--- src/rtl/prng_arbiter.sv ---
// Round-robin arbiter sharing one LFSR PRNG among N_REQ requesters; seeds it lazily from a
// free-running counter. Define PRNG_ARB_BURST_EN to allow up to MAX_BURST draws per grant.
module prng_arbiter #(
  parameter int unsigned N_REQ     = 4,
  parameter int unsigned DATA_W    = 4,
  parameter int unsigned SEED_W    = 16,
  parameter int unsigned MAX_BURST = 4
) (
  input  logic              i_clk,
  input  logic              i_rst_n,
  input  logic [N_REQ-1:0]  i_req,
  input  logic              i_reseed,
  output logic [N_REQ-1:0]  o_gnt,
  output logic [N_REQ-1:0]  o_valid,
  output logic [DATA_W-1:0] o_data,
  output logic              o_busy,
  output logic              o_set_seed,
  output logic [SEED_W-1:0] o_seed,
  input  logic [DATA_W-1:0] i_random_num,
  output logic              o_generate
);

`ifdef PRNG_ARB_BURST_EN
  localparam bit BurstEn = 1'b1;
`else
  localparam bit BurstEn = 1'b0;
`endif

  localparam int unsigned IdxW   = (N_REQ > 1) ? $clog2(N_REQ) : 1;
  localparam int unsigned BurstW = (MAX_BURST > 1) ? $clog2(MAX_BURST) : 1;
  localparam logic [IdxW:0]     NReqW    = (IdxW + 1)'(N_REQ);
  localparam logic [BurstW-1:0] BurstMax = BurstW'(MAX_BURST - 1);

  typedef enum logic [1:0] {StIdle, StSeed, StGen, StResp} state_e;

  state_e              state_q, state_d;
  logic [N_REQ-1:0]    gnt_q, gnt_d;
  logic [N_REQ-1:0]    valid_q, valid_d;
  logic [DATA_W-1:0]   data_q, data_d;
  logic [IdxW-1:0]     rr_ptr_q, rr_ptr_d;
  logic [IdxW-1:0]     winner_q, winner_d;
  logic [BurstW-1:0]   burst_cnt_q, burst_cnt_d;
  logic                seeded_q, seeded_d;
  logic [SEED_W-1:0]   counter_q;

  logic [N_REQ-1:0]    req_rot;
  logic [IdxW-1:0]     rot_off;
  logic [IdxW:0]       rot_sum, rot_wrap;
  logic [IdxW-1:0]     pick_idx;
  logic [IdxW:0]       ptr_sum;
  logic [IdxW-1:0]     ptr_inc;
  logic                burst_go;

  // Rotate requests so bit 0 is rr_ptr; first set bit gives the cyclic offset of the winner.
  always_comb begin
    req_rot = N_REQ'({i_req, i_req} >> rr_ptr_q);
    rot_off = '0;
    for (int k = N_REQ - 1; k >= 0; k--) begin
      if (req_rot[k]) begin
        rot_off = IdxW'(k);
      end
    end
    rot_sum  = {1'b0, rr_ptr_q} + {1'b0, rot_off};
    rot_wrap = rot_sum - NReqW;
    pick_idx = (rot_sum >= NReqW) ? rot_wrap[IdxW-1:0] : rot_sum[IdxW-1:0];
  end

  always_comb begin
    ptr_sum = {1'b0, winner_q} + 1'b1;
    ptr_inc = (ptr_sum == NReqW) ? '0 : ptr_sum[IdxW-1:0];
  end

  assign burst_go = BurstEn && i_req[winner_q] && (burst_cnt_q < BurstMax);

  // State register
  always_ff @(posedge i_clk) begin
    if (!i_rst_n) begin
      state_q <= StIdle;
    end else begin
      state_q <= state_d;
    end
  end

  // Next-state logic
  always_comb begin
    state_d = state_q;
    unique case (state_q)
      StIdle: begin
        if (|i_req) begin
          state_d = seeded_q ? StGen : StSeed;
        end
      end
      StSeed:  state_d = StGen;
      StGen:   state_d = StResp;
      StResp:  state_d = burst_go ? StGen : StIdle;
      default: state_d = StIdle;
    endcase
  end

  // FSM outputs
  always_comb begin
    o_busy     = (state_q != StIdle);
    o_set_seed = (state_q == StSeed);
    o_generate = (state_q == StGen);
  end

  always_comb begin
    gnt_d       = gnt_q;
    valid_d     = '0;
    data_d      = data_q;
    rr_ptr_d    = rr_ptr_q;
    winner_d    = winner_q;
    burst_cnt_d = burst_cnt_q;
    seeded_d    = seeded_q;
    unique case (state_q)
      StIdle: begin
        if (|i_req) begin
          gnt_d    = {{(N_REQ - 1){1'b0}}, 1'b1} << pick_idx;
          winner_d = pick_idx;
        end
      end
      StSeed: seeded_d = 1'b1;
      StGen: ;
      StResp: begin
        data_d  = i_random_num;
        valid_d = gnt_q;
        if (burst_go) begin
          burst_cnt_d = burst_cnt_q + 1'b1;
        end else begin
          gnt_d       = '0;
          rr_ptr_d    = ptr_inc;
          burst_cnt_d = '0;
        end
      end
      default: ;
    endcase
    // A reseed landing during the seed cycle still wins, forcing another seed next draw.
    if (i_reseed) begin
      seeded_d = 1'b0;
    end
  end

  always_ff @(posedge i_clk) begin
    if (!i_rst_n) begin
      gnt_q       <= '0;
      valid_q     <= '0;
      data_q      <= '0;
      rr_ptr_q    <= '0;
      winner_q    <= '0;
      burst_cnt_q <= '0;
      seeded_q    <= 1'b0;
      counter_q   <= '0;
    end else begin
      gnt_q       <= gnt_d;
      valid_q     <= valid_d;
      data_q      <= data_d;
      rr_ptr_q    <= rr_ptr_d;
      winner_q    <= winner_d;
      burst_cnt_q <= burst_cnt_d;
      seeded_q    <= seeded_d;
      counter_q   <= counter_q + 1'b1;
    end
  end

  assign o_gnt   = gnt_q;
  assign o_valid = valid_q;
  assign o_data  = data_q;
  assign o_seed  = counter_q;

endmodule

--- config.mk ---
export PLATFORM = sky130hd
export DESIGN_NAME = prng_arbiter
export DESIGN_NICKNAME = d
export VERILOG_FILES = /design/src/rtl/prng_arbiter.sv
export SDC_FILE = /design/constraint.sdc
export NUM_CORES = 1
export LEC_CHECK = 0
export BUFFER_PORTS_ARGS = -buffer_cell sky130_fd_sc_hd__buf_2
export CAP_MARGIN = 20
export CORE_ASPECT_RATIO = 0.75
export CORE_MARGIN = 3
export CORE_UTILIZATION = 52
export DETAILED_ROUTE_END_ITERATION = 7
export PLACE_DENSITY = 0.78
export SLEW_MARGIN = 5
export SYNTH_ARGS = -nofsm -noshare
export SYNTH_HDL_FRONTEND = slang
export SYNTH_SLANG_ARGS = --single-unit
--- constraint.sdc ---
create_clock -name i_clk -period 2.2 [get_ports i_clk]
set_clock_uncertainty 0.2 [all_clocks]
set_input_delay 0.22 -clock i_clk [delete_from_list [all_inputs] [get_ports i_clk]]
set_output_delay 0.22 -clock i_clk [all_outputs]
set_load 0.02 [all_outputs]
==> results of run 1 <==
==> where the power goes <==
part	switching [mW]	total, mW	internal [mW]	leakage, nW
Combinational	0.188	0.331	0.142	0.619
Clock	0.218	0.503	0.285	0.0515
Sequential	0.0345	0.708	0.674	0.285
==> sequential cells by signal (all words and copies together) (netlist names) <==
register / cells
o_gnt: 4
seeded_q: 1
o_valid: 4
o_seed: 16
rr_ptr_q: 2
winner_q: 2
state_q: 2
o_data: 4
==> through the flow <==
step	setup WS, ns	power (mW)	area (µm²)
after floorplan	0.213	0.965	1740
after global placement	0.164	1.04	1960
after detailed placement	0.140	1.05	1960
after CTS	0.124	1.55	2080
after global routing	0.0150	1.62	2090
final	0.193	1.54	2090
==> final timing paths <==
check	endpoint	slack [ns]	cells after the start
worst min-delay path	o_data[2]	0.007	3
worst max register to register	o_gnt[0]	0.19	8
worst max-delay path	o_gnt[0]	0.19	8
worst min register to register	o_gnt[0]	0.28	2
==> worst max-delay path, stage by stage (launching register included) <==
cell	delay [ns]
dfxtp_4	0.36
or4_1	0.51
nand3_1	0.09
ha_1	0.25
nor2_1	0.09
nand3_1	0.10
nor2_1	0.16
nand3_1	0.09
nand3_1	0.10
==> logic make-up after synthesis <==
family,after synthesis,synth area share
flip-flops,35,0.403
XOR/XNOR,13,0.0654
multiplexers,9,0.0518
adder cells (fa/ha/maj),8,0.0575
AND/OR/NAND/NOR,85,0.272
AO/OA/AOI/OAI,26,0.111
buffers and inverters,14,0.0403
==> layout make-up <==
type	count	area [µm²]
sequential	35	704
timing repair buffer	46	245
clock buffer	8	100
tap	38	47.5
inverter	6	22.5
fill	258	973
multi-input combinational	141	970
==> layer usage <==
metal,vias up,share of wire
met5,-,0
met4,0,0.014
met3,6,0.069
met2,44,0.44
met1,640,0.48
li1,749,-
==> layout by cell type (no fill, tap or decap), types with 3 or more instances in the layout <==
cell type and n:
nand4_1 4, o21ai_0 11, ha_1 8, dfxtp_1 34
mux2i_1 9, inv_1 6, nand2_1 12, nand3_1 15
and2_1 11, nor2_1 13, and3_1 4, buf_2 41
clkbuf_8 7, a21boi_0 3, or3_1 3, nor2b_1 11
xor2_1 5, xnor2_1 8
==> repair_timing <==
action                                  in CTS  in global routing
endpoints found under the setup margin       0                  5
hold buffers                                 2                  0
buffers inserted                             0                  1
endpoints found under the hold margin        2                  0
resized for setup                            0                  2
==> out/metrics.csv, run 1 <==
metric;value;unit
status;completed;
nets;254;
yosysSeqAreaShare;0.403;
placedCellCount;263;
die-width;72.8;µm
fin_tns_setup;0;ns
async_reset_ff_frac;0;
final_core_util;0.682;
finalHoldViolCount;0;
slew_headroom;0.705;
min_period_over_period;0.912;
synth_warnings;0;
dp_hpwl;2510;µm
finalSetupViolCount;0;
grt_pass1_wl;5740;µm
use_met3;0.0542;
area_growth_syn_to_layout;20.1;%
drv_cap;0;
synth_common_cells;35 x dfxtp_1, 15 x nand3_1, 13 x nor2_1, 12 x nand2_1;
path_max_fanout;7;
drive_above_1_share;0.250;
startpoint_type;flip-flop;
critPathRequiredTime;2.23;ns
synthCells;190;
antenna_found_initial;0;
synth_ff_type;dfxtp_1;
ys_types;39;
grtUsageTotal;0.175;
postRouteAntennaNets;0;
gp_congestion;0.755;
period_minus_slack;2.01;ns
clockBufferDepth;2;
clk_pin_slew;0.07;ns
route.final.wire_length;3380;µm
grt_max_degree;21;
design.core.area;0.00306;mm²
stdcell_count;274;
critPathKind;reg -> reg;
use_met2;0.265;
syn_area;0.00174;mm²
grt.busiest_layer;met2;
tightestPinTransition;0.442;ns
yosysTopAreaCellShare;0.403;
critPathCaptureType;flip-flop;
num_vias;1439;
synth_area_leader_cell;dfxtp_1;
grt-ovfl-total;0;
tritoncts;done;
io_buffers;41;
h-tree-depth;2;
hold_path.class;in -> reg;
vias_per_cell;5.25;
irDropWorstVdd;398;µV
syn_area_per_cell;9.16;µm²
rows;17;
floorplan.initialDensity;0.568;
startpoint;rr_ptr_q[0];
cts_buffers;5;
synth_seq_cells;35;
holdWs;0.00728;ns
synth_edf_count;0;
avgRoutedWirePerCell;12.3;µm
drt_iter0_markers;59;
die_area;0.00408;mm²
io_pins;42;
die_y;56.1;µm
min_from;i_random_num[2];
r2r-start;rr_ptr_q[0];
cts-root-buf;clkbuf_8;
grt_pass1_vias;1295;
cts.sinks;35;
first_pass_iters;4;
grtUsageMet1;0.233;
n_antenna_cell;0;
synth.most_common_cell;dfxtp_1;
slew_violations;0;
rsz0062_at_grt;false;
synthTopCellsByArea;dfxtp_1 40%, ha_1 5.8%, mux2i_1 5.2%, nand3_1 4.3%, xnor2_1 4.0%;
clkLatencyLatePin;0.29;ns
clock.fmax;498;MHz
syn-num-nets;209;
drc_errors;0;
cp.arrival;2.04;ns
power.density;738;mW/mm²
p_leak;0.955;nW
Power figures use the tool's default switching activity.
==> inputs of run 2 (changes only) <==
--- a/config.mk
+++ b/config.mk
@@ -7,11 +7,13 @@
 export LEC_CHECK = 0
 export BUFFER_PORTS_ARGS = -buffer_cell sky130_fd_sc_hd__buf_2
 export CAP_MARGIN = 20
+export CELL_PAD_IN_SITES_DETAIL_PLACEMENT = 1
+export CELL_PAD_IN_SITES_GLOBAL_PLACEMENT = 2
 export CORE_ASPECT_RATIO = 0.75
 export CORE_MARGIN = 3
-export CORE_UTILIZATION = 52
+export CORE_UTILIZATION = 31
 export DETAILED_ROUTE_END_ITERATION = 7
-export PLACE_DENSITY = 0.78
+export PLACE_DENSITY = 0.77
 export SLEW_MARGIN = 5
 export SYNTH_ARGS = -nofsm -noshare
 export SYNTH_HDL_FRONTEND = slang
==> run 2 against run 1 <==
  * First-iteration DRC count up 17%
  * Clock-buffer cell count decreased by 2
  * Worst setup slack got worse by 0.041 ns
  * Highest routed layer unchanged
  * Utilization down 26 points
  * Register-to-register slack worse by 0.04 ns
  * Wire length grew 20%
==> out/metrics.csv, run 2 (same netlist as run 1, synthesis figures left out) <==
metric;value;unit;change
grt-ovfl-total;0;;unchanged
grt_pass1_wl;6870;µm;+20%
cp_common_cell;nand3_1;;
min_from;i_random_num[0];;
cts_buffers;5;;unchanged
die-width;92.5;µm;+27%
area_growth_syn_to_layout;24.9;%;
first_pass_iters;4;;unchanged
path_max_fanout;8;;+1
combPwrFrac;0.207;;-0.007
hold_path.class;in -> reg;;
clk_pin_slew;0.07;ns;about the same
min_period_over_period;0.931;;+0.0187
multi_input_area;970;µm²;unchanged
min_path_cells;3;;unchanged
route.final.wire_length;4050;µm;+20%
seq_area;702;µm²;-0.36%
worstHoldEndpoint;o_data[0];;
gp_congestion;0.764;;+1.2%
startpoint_type;flip-flop;;
clockBufferDepth;2;;unchanged
critPathSlowestCell;or4_1;;
clkLatencyLatePin;0.28;ns;about the same
h-tree-depth;2;;unchanged
nets;257;;+1.2%
power.density;757;mW/mm²;+2.5%
critPathKind;reg -> reg;;
most-common-layout-cells;41 x buf_2, 34 x dfxtp_1, 15 x nand3_1;;
slew_violations;0;;unchanged
num_vias;1462;;+1.6%
rows;22;;+5
cts-root-buf;clkbuf_8;;
dp_hpwl;3010;µm;+20%
io_pins;42;;unchanged
p_clk_frac;0.364;;+0.038
worst_r2r_endpoint;o_gnt[0];;
drt_iter0_markers;69;;+17%
p_leak;0.980;nW;+2.6%
cp.arrival;2.08;ns;+0.04 ns
vias_per_cell;4.70;;-10%
r2r-start;rr_ptr_q[0];;
slowest_delay;0.52;ns;about the same
crit_chain;or4_1 > nand3_1 > ha_1 > nor2_1 > nand3_1 > nor2_1 > nand3_1 > nand3_1;;
sw_frac_of_total;0.280;;-0.00610
tightestPinTransition;0.400;ns;-0.0420 ns
die_y;70.9;µm;+26%
largest_register_ffs;16;;unchanged
clock.fmax;488;MHz;-2.0%
critPathRequiredTime;2.23;ns;about the same
slew_headroom;0.731;;+0.0260
finalHoldViolCount;0;;unchanged
die_area;0.00656;mm²;+61%
critPathCaptureType;flip-flop;;
fillers;633;;+150%
cts.sinks;35;;unchanged
fin_tns_setup;0;ns;unchanged
drive_above_1_share;0.259;;+0.00941
seqPwrFrac;0.430;;-0.029
irDropWorstVdd;345;µV;-13%
grtUsageTotal;0.131;;-0.0440
p_sw;0.460;mW;+4.4%
status;completed;;
drv_cap;0;;unchanged
period_minus_slack;2.05;ns;+0.0411 ns
total_power;1.65;mW;+6.7%
floorplan.initialDensity;0.338;;-0.230
postRouteAntennaNets;0;;unchanged
grt_pass1_vias;1407;;+8.6%
grt_max_degree;22;;+4.8%
r2r_setup_slack;0.15;ns;-0.04 ns
n_antenna_cell;0;;unchanged
avgRoutedWirePerCell;13.0;µm;+5.8%
mostFrequentLayoutCell;buf_2;;
rsz0062_at_grt;false;;
antenna_found_initial;0;;unchanged
r2r_cells;8;;unchanged
tritoncts;done;;
intPower;1.19;mW;+7.6%
cts_setup_buffers;0;;unchanged
finalSetupViolCount;0;;unchanged
io_buffers;41;;unchanged
design.core.area;0.00515;mm²;+68%
drc_errors;0;;unchanged
-- run 2: cell count changes in the layout (fill, tap and decap cells not counted), sizes merged --
cell | before | now
bufinv | 0 | 1
dlygate4sd3 | 2 | 3
buf | 43 | 46
clkbuf | 9 | 6
clkinv | 0 | 1
-- run 2: power groups by stage --
stage          registers [mW]  logic, mW  clock network (mW)
4_1_cts                 0.707      0.346               0.621
5_1_grt                 0.716      0.382               0.656
3_3_place_gp            0.721      0.336                   0
2_1_floorplan           0.737      0.228                   0
3_5_place_dp            0.722      0.339                   0
6_report                0.707      0.340               0.599
-- run 2: worst max path at each step --
stage                     cells past startpoint  endpoint        start
after floorplan                               9  o_gnt[0]  rr_ptr_q[0]
after global placement                        8  o_gnt[0]  rr_ptr_q[0]
after detailed placement                     10  o_gnt[3]  rr_ptr_q[0]
after CTS                                    10  o_gnt[3]  rr_ptr_q[0]
after global routing                         11  o_gnt[0]  rr_ptr_q[0]
final                                         8  o_gnt[0]  rr_ptr_q[0]
-- run 2: area by class of cell --
class,instances,share of cell area
Inverter,6,0.0104
Sequential cell,35,0.323
Clock inverter,2,0.0161
Tap cell,72,0.0414
Timing Repair Buffer,49,0.125
Multi-Input combinational cell,141,0.446
Clock buffer,6,0.0380
-- run 2: metal layers --
layer / part of all wire / vias up / routed length (µm) / track usage
met1: 0.54 / 670 / 2170 / 0.189
li1: - / 754 / - / -
met5: 0 / - / 0 / 0
met3: 0.048 / 2 / 194 / 0.0446
met2: 0.41 / 36 / 1670 / 0.179
met4: 0.0054 / 0 / 22 / 0.0494
-- run 2: per-stage QoR --
stage                     area [µm²]  worst slack [ns]  cells  hold WS, ns   util
after floorplan                 1740             0.213    190       0.0961      -
after global placement          2030             0.157    300        0.185  0.394
after detailed placement        2030             0.120    300        0.185  0.394
after CTS                       2170             0.106    311       0.0107  0.422
after global routing            2170            0.0147    311       0.0153  0.422
final                           2170             0.152    311      0.00948  0.422
-- run 2: critical path, delay by kind of cell, from the launching register on --
family                   cells  cell delay, ns
adder cells (fa/ha/maj)      1            0.25
flip-flops                   1            0.36
AND/OR/NAND/NOR              7            1.19
-- run 2: timing repair --
item / CTS / global route
resized for setup: 0 / 1
hold buffers: 3 / 0
setup endpoints to repair: 0 / 5
endpoints found under the hold margin: 3 / 0
==> inputs of run 3 (changes only) <==
--- a/config.mk
+++ b/config.mk
@@ -11,9 +11,9 @@
 export CELL_PAD_IN_SITES_GLOBAL_PLACEMENT = 2
 export CORE_ASPECT_RATIO = 0.75
 export CORE_MARGIN = 3
-export CORE_UTILIZATION = 31
+export CORE_UTILIZATION = 28
 export DETAILED_ROUTE_END_ITERATION = 7
-export PLACE_DENSITY = 0.77
+export PLACE_DENSITY = 0.74
 export SLEW_MARGIN = 5
 export SYNTH_ARGS = -nofsm -noshare
 export SYNTH_HDL_FRONTEND = slang
==> constraint.sdc (replaced) <==
create_clock -name i_clk -period 1.8 [get_ports i_clk]
set_clock_uncertainty 0.2 [all_clocks]
set_input_delay 0.18 -clock i_clk [delete_from_list [all_inputs] [get_ports i_clk]]
set_output_delay 0.18 -clock i_clk [all_outputs]
set_load 0.02 [all_outputs]
==> run 3 against run 2 <==
  * The flow now finishes with violations (setup timing)
  * Critical endpoint is now o_gnt[3]
  * Via count increased by 9.0%
  * Final cell count increased by 10%
  * Sequential cell count unchanged
  * Power increased by 20%
  * Maximum frequency increased by 6.3%
  * Highest routed layer unchanged
  * Combinational power increased by 68%
  * Utilization increased by 0.055 points
==> out/metrics.csv, run 3 (same netlist as run 1, synthesis figures left out) <==
metric;value;unit;change
r2r_setup_slack;-0.13;ns;-0.28 ns
combPwrFrac;0.289;;+0.082
path_max_fanout;6;;-2
holdWs;0.0822;ns;+0.0728 ns
p_leak;1.13;nW;+15%
tritoncts;done;;
most-common-layout-cells;41 x buf_2, 31 x dfxtp_1, 27 x buf_4;;
design.core.area;0.00592;mm²;+15%
io_buffers;41;;unchanged
area_growth_syn_to_layout;43.8;%;
num_vias;1594;;+9.0%
drc_errors;0;;unchanged
rows;24;;+9.1%
h-tree-depth;2;;unchanged
gp_congestion;0.699;;-8.6%
finalHoldViolCount;0;;unchanged
worst_r2r_endpoint;o_gnt[3];;
p_clk_frac;0.275;;-0.089
failed_checks;setup timing;;
die_area;0.00721;mm²;+9.9%
p_sw;0.603;mW;+31%
floorplan.initialDensity;0.294;;-0.0439
antenna_found_initial;0;;unchanged
grt-ovfl-total;0;;unchanged
intPower;1.37;mW;+15%
clockBufferDepth;2;;unchanged
worstHoldEndpoint;state_q[1];;
r2r_cells;7;;-1
finalSetupViolCount;5;;+5
tightestPinTransition;0.327;ns;-0.0738 ns
route.final.wire_length;4560;µm;+12%
critPathCaptureType;flip-flop;;
r2r-start;rr_ptr_q[0];;
cp.arrival;1.90;ns;-0.18 ns
grt_pass1_vias;1610;;+14%
drv_cap;0;;unchanged
power.density;788;mW/mm²;+4.1%
mostFrequentLayoutCell;buf_2;;
cts.sinks;35;;unchanged
clk_pin_slew;0.07;ns;about the same
critPathRequiredTime;1.77;ns;-0.46 ns
min_from;i_rst_n;;
first_pass_iters;3;;-1
rsz0062_at_grt;true;;
clock.fmax;519;MHz;+6.3%
irDropWorstVdd;329;µV;-4.6%
postRouteAntennaNets;0;;unchanged
slew_headroom;0.781;;+0.0503
drt_iter0_markers;60;;-13%
cts-root-buf;clkbuf_8;;
critPathKind;reg -> reg;;
dp_hpwl;3370;µm;+12%
min_period_over_period;1.07;;+0.140
grt_pass1_wl;7790;µm;+13%
final_core_util;0.423;;+0.000552
n_antenna_cell;0;;unchanged
sw_frac_of_total;0.306;;+0.0260
setup_ws;-0.127;ns;-0.279 ns
drive_above_1_share;0.381;;+0.122
nets;283;;+10%
grt_max_degree;23;;+4.5%
die-width;97.0;µm;+4.9%
hold_path.class;in -> reg;;
startpoint_type;flip-flop;;
status;finished with violations;;
die_y;74.3;µm;+4.8%
vias_per_cell;4.65;;-1.1%
largest_register_ffs;16;;unchanged
period_minus_slack;1.93;ns;-0.121 ns
io_pins;42;;unchanged
avgRoutedWirePerCell;13.3;µm;+2.0%
grtUsageTotal;0.133;;+0.00201
seqPwrFrac;0.436;;+0.006
slew_violations;0;;unchanged
clkLatencyLatePin;0.28;ns;about the same
min_path_cells;2;;-1
cts_buffers;5;;unchanged
-- run 3: cell count changes in the layout (fill, tap and decap cells not counted), sizes merged --
cell         delta
clkbuf          +1
dlygate4sd3     +2
buf            +24
bufinv          -1
-- run 3: critical path, stage by stage, from the launching register on --
cell      delay, ns
dfxtp_4        0.37
or4_4          0.49
nand3_4        0.08
ha_4           0.21
nand4b_1       0.13
nor2_1         0.08
a32oi_1        0.19
nand2_1        0.06
-- run 3: layout make-up --
class                           instances  area (µm²)
Clock inverter                          1        5.00
Inverter                                6        22.5
Clock buffer                            7        76.3
Multi-Input combinational cell        141        1100
Sequential cell                        35         708
Timing Repair Buffer                   75         489
Tap cell                               78        97.6
Fill cell                             698        3410
-- run 3: timing repair --
item / 4_1_cts / 5_1_grt
resized for setup: 12 / 19
hold buffers: 5 / 0
setup buffers: 2 / 0
gates cloned: 0 / 0
endpoints found under the hold margin: 5 / 0
pin swaps: 12 / 6
setup endpoints to repair: 5 / 8
-- run 3: worst max path at each step --
stage                     start  endpoint  slack [ns]
CTS                 rr_ptr_q[0]  o_gnt[0]       -0.12
floorplan           rr_ptr_q[0]  o_gnt[0]       -0.12
detailed placement  rr_ptr_q[0]  o_gnt[2]       -0.19
global route        rr_ptr_q[0]  o_gnt[1]       -0.23
global placement       i_req[0]  o_gnt[0]       -0.14
finish              rr_ptr_q[0]  o_gnt[3]       -0.13
-- run 3: power by group through the flow --
stage          Sequential [mW]  Combinational [mW]  Clock, mW
2_1_floorplan            0.901               0.278          0
3_3_place_gp             0.875               0.491          0
3_5_place_dp             0.876               0.503          0
4_1_cts                  0.858               0.534      0.571
5_1_grt                  0.867               0.634      0.612
6_report                 0.859               0.570      0.541
-- run 3: per-stage QoR --
| step | cells | TNS, ns | setup WS, ns | total power, mW | instance area, µm² |
|---|---|---|---|---|---|
| 2_1_floorplan | 190 | -0.501 | -0.117 | 1.18 | 1750 |
| 3_3_place_gp | 328 | -0.654 | -0.138 | 1.37 | 2220 |
| 3_5_place_dp | 328 | -0.825 | -0.195 | 1.38 | 2220 |
| 4_1_cts | 343 | -0.428 | -0.122 | 1.96 | 2410 |
| 5_1_grt | 343 | -0.961 | -0.232 | 2.11 | 2500 |
| 6_report | 343 | -0.440 | -0.127 | 1.97 | 2500 |
-- run 3: metal layers --
metal / share of wire / up-vias / routed length, µm / GRT usage
li1: - / 814 / - / -
met1: 0.51 / 743 / 2330 / 0.187
met2: 0.44 / 30 / 1990 / 0.206
met3: 0.044 / 7 / 199 / 0.0347
met4: 0.0081 / 0 / 37 / 0.0327
met5: 0 / - / 0 / 0
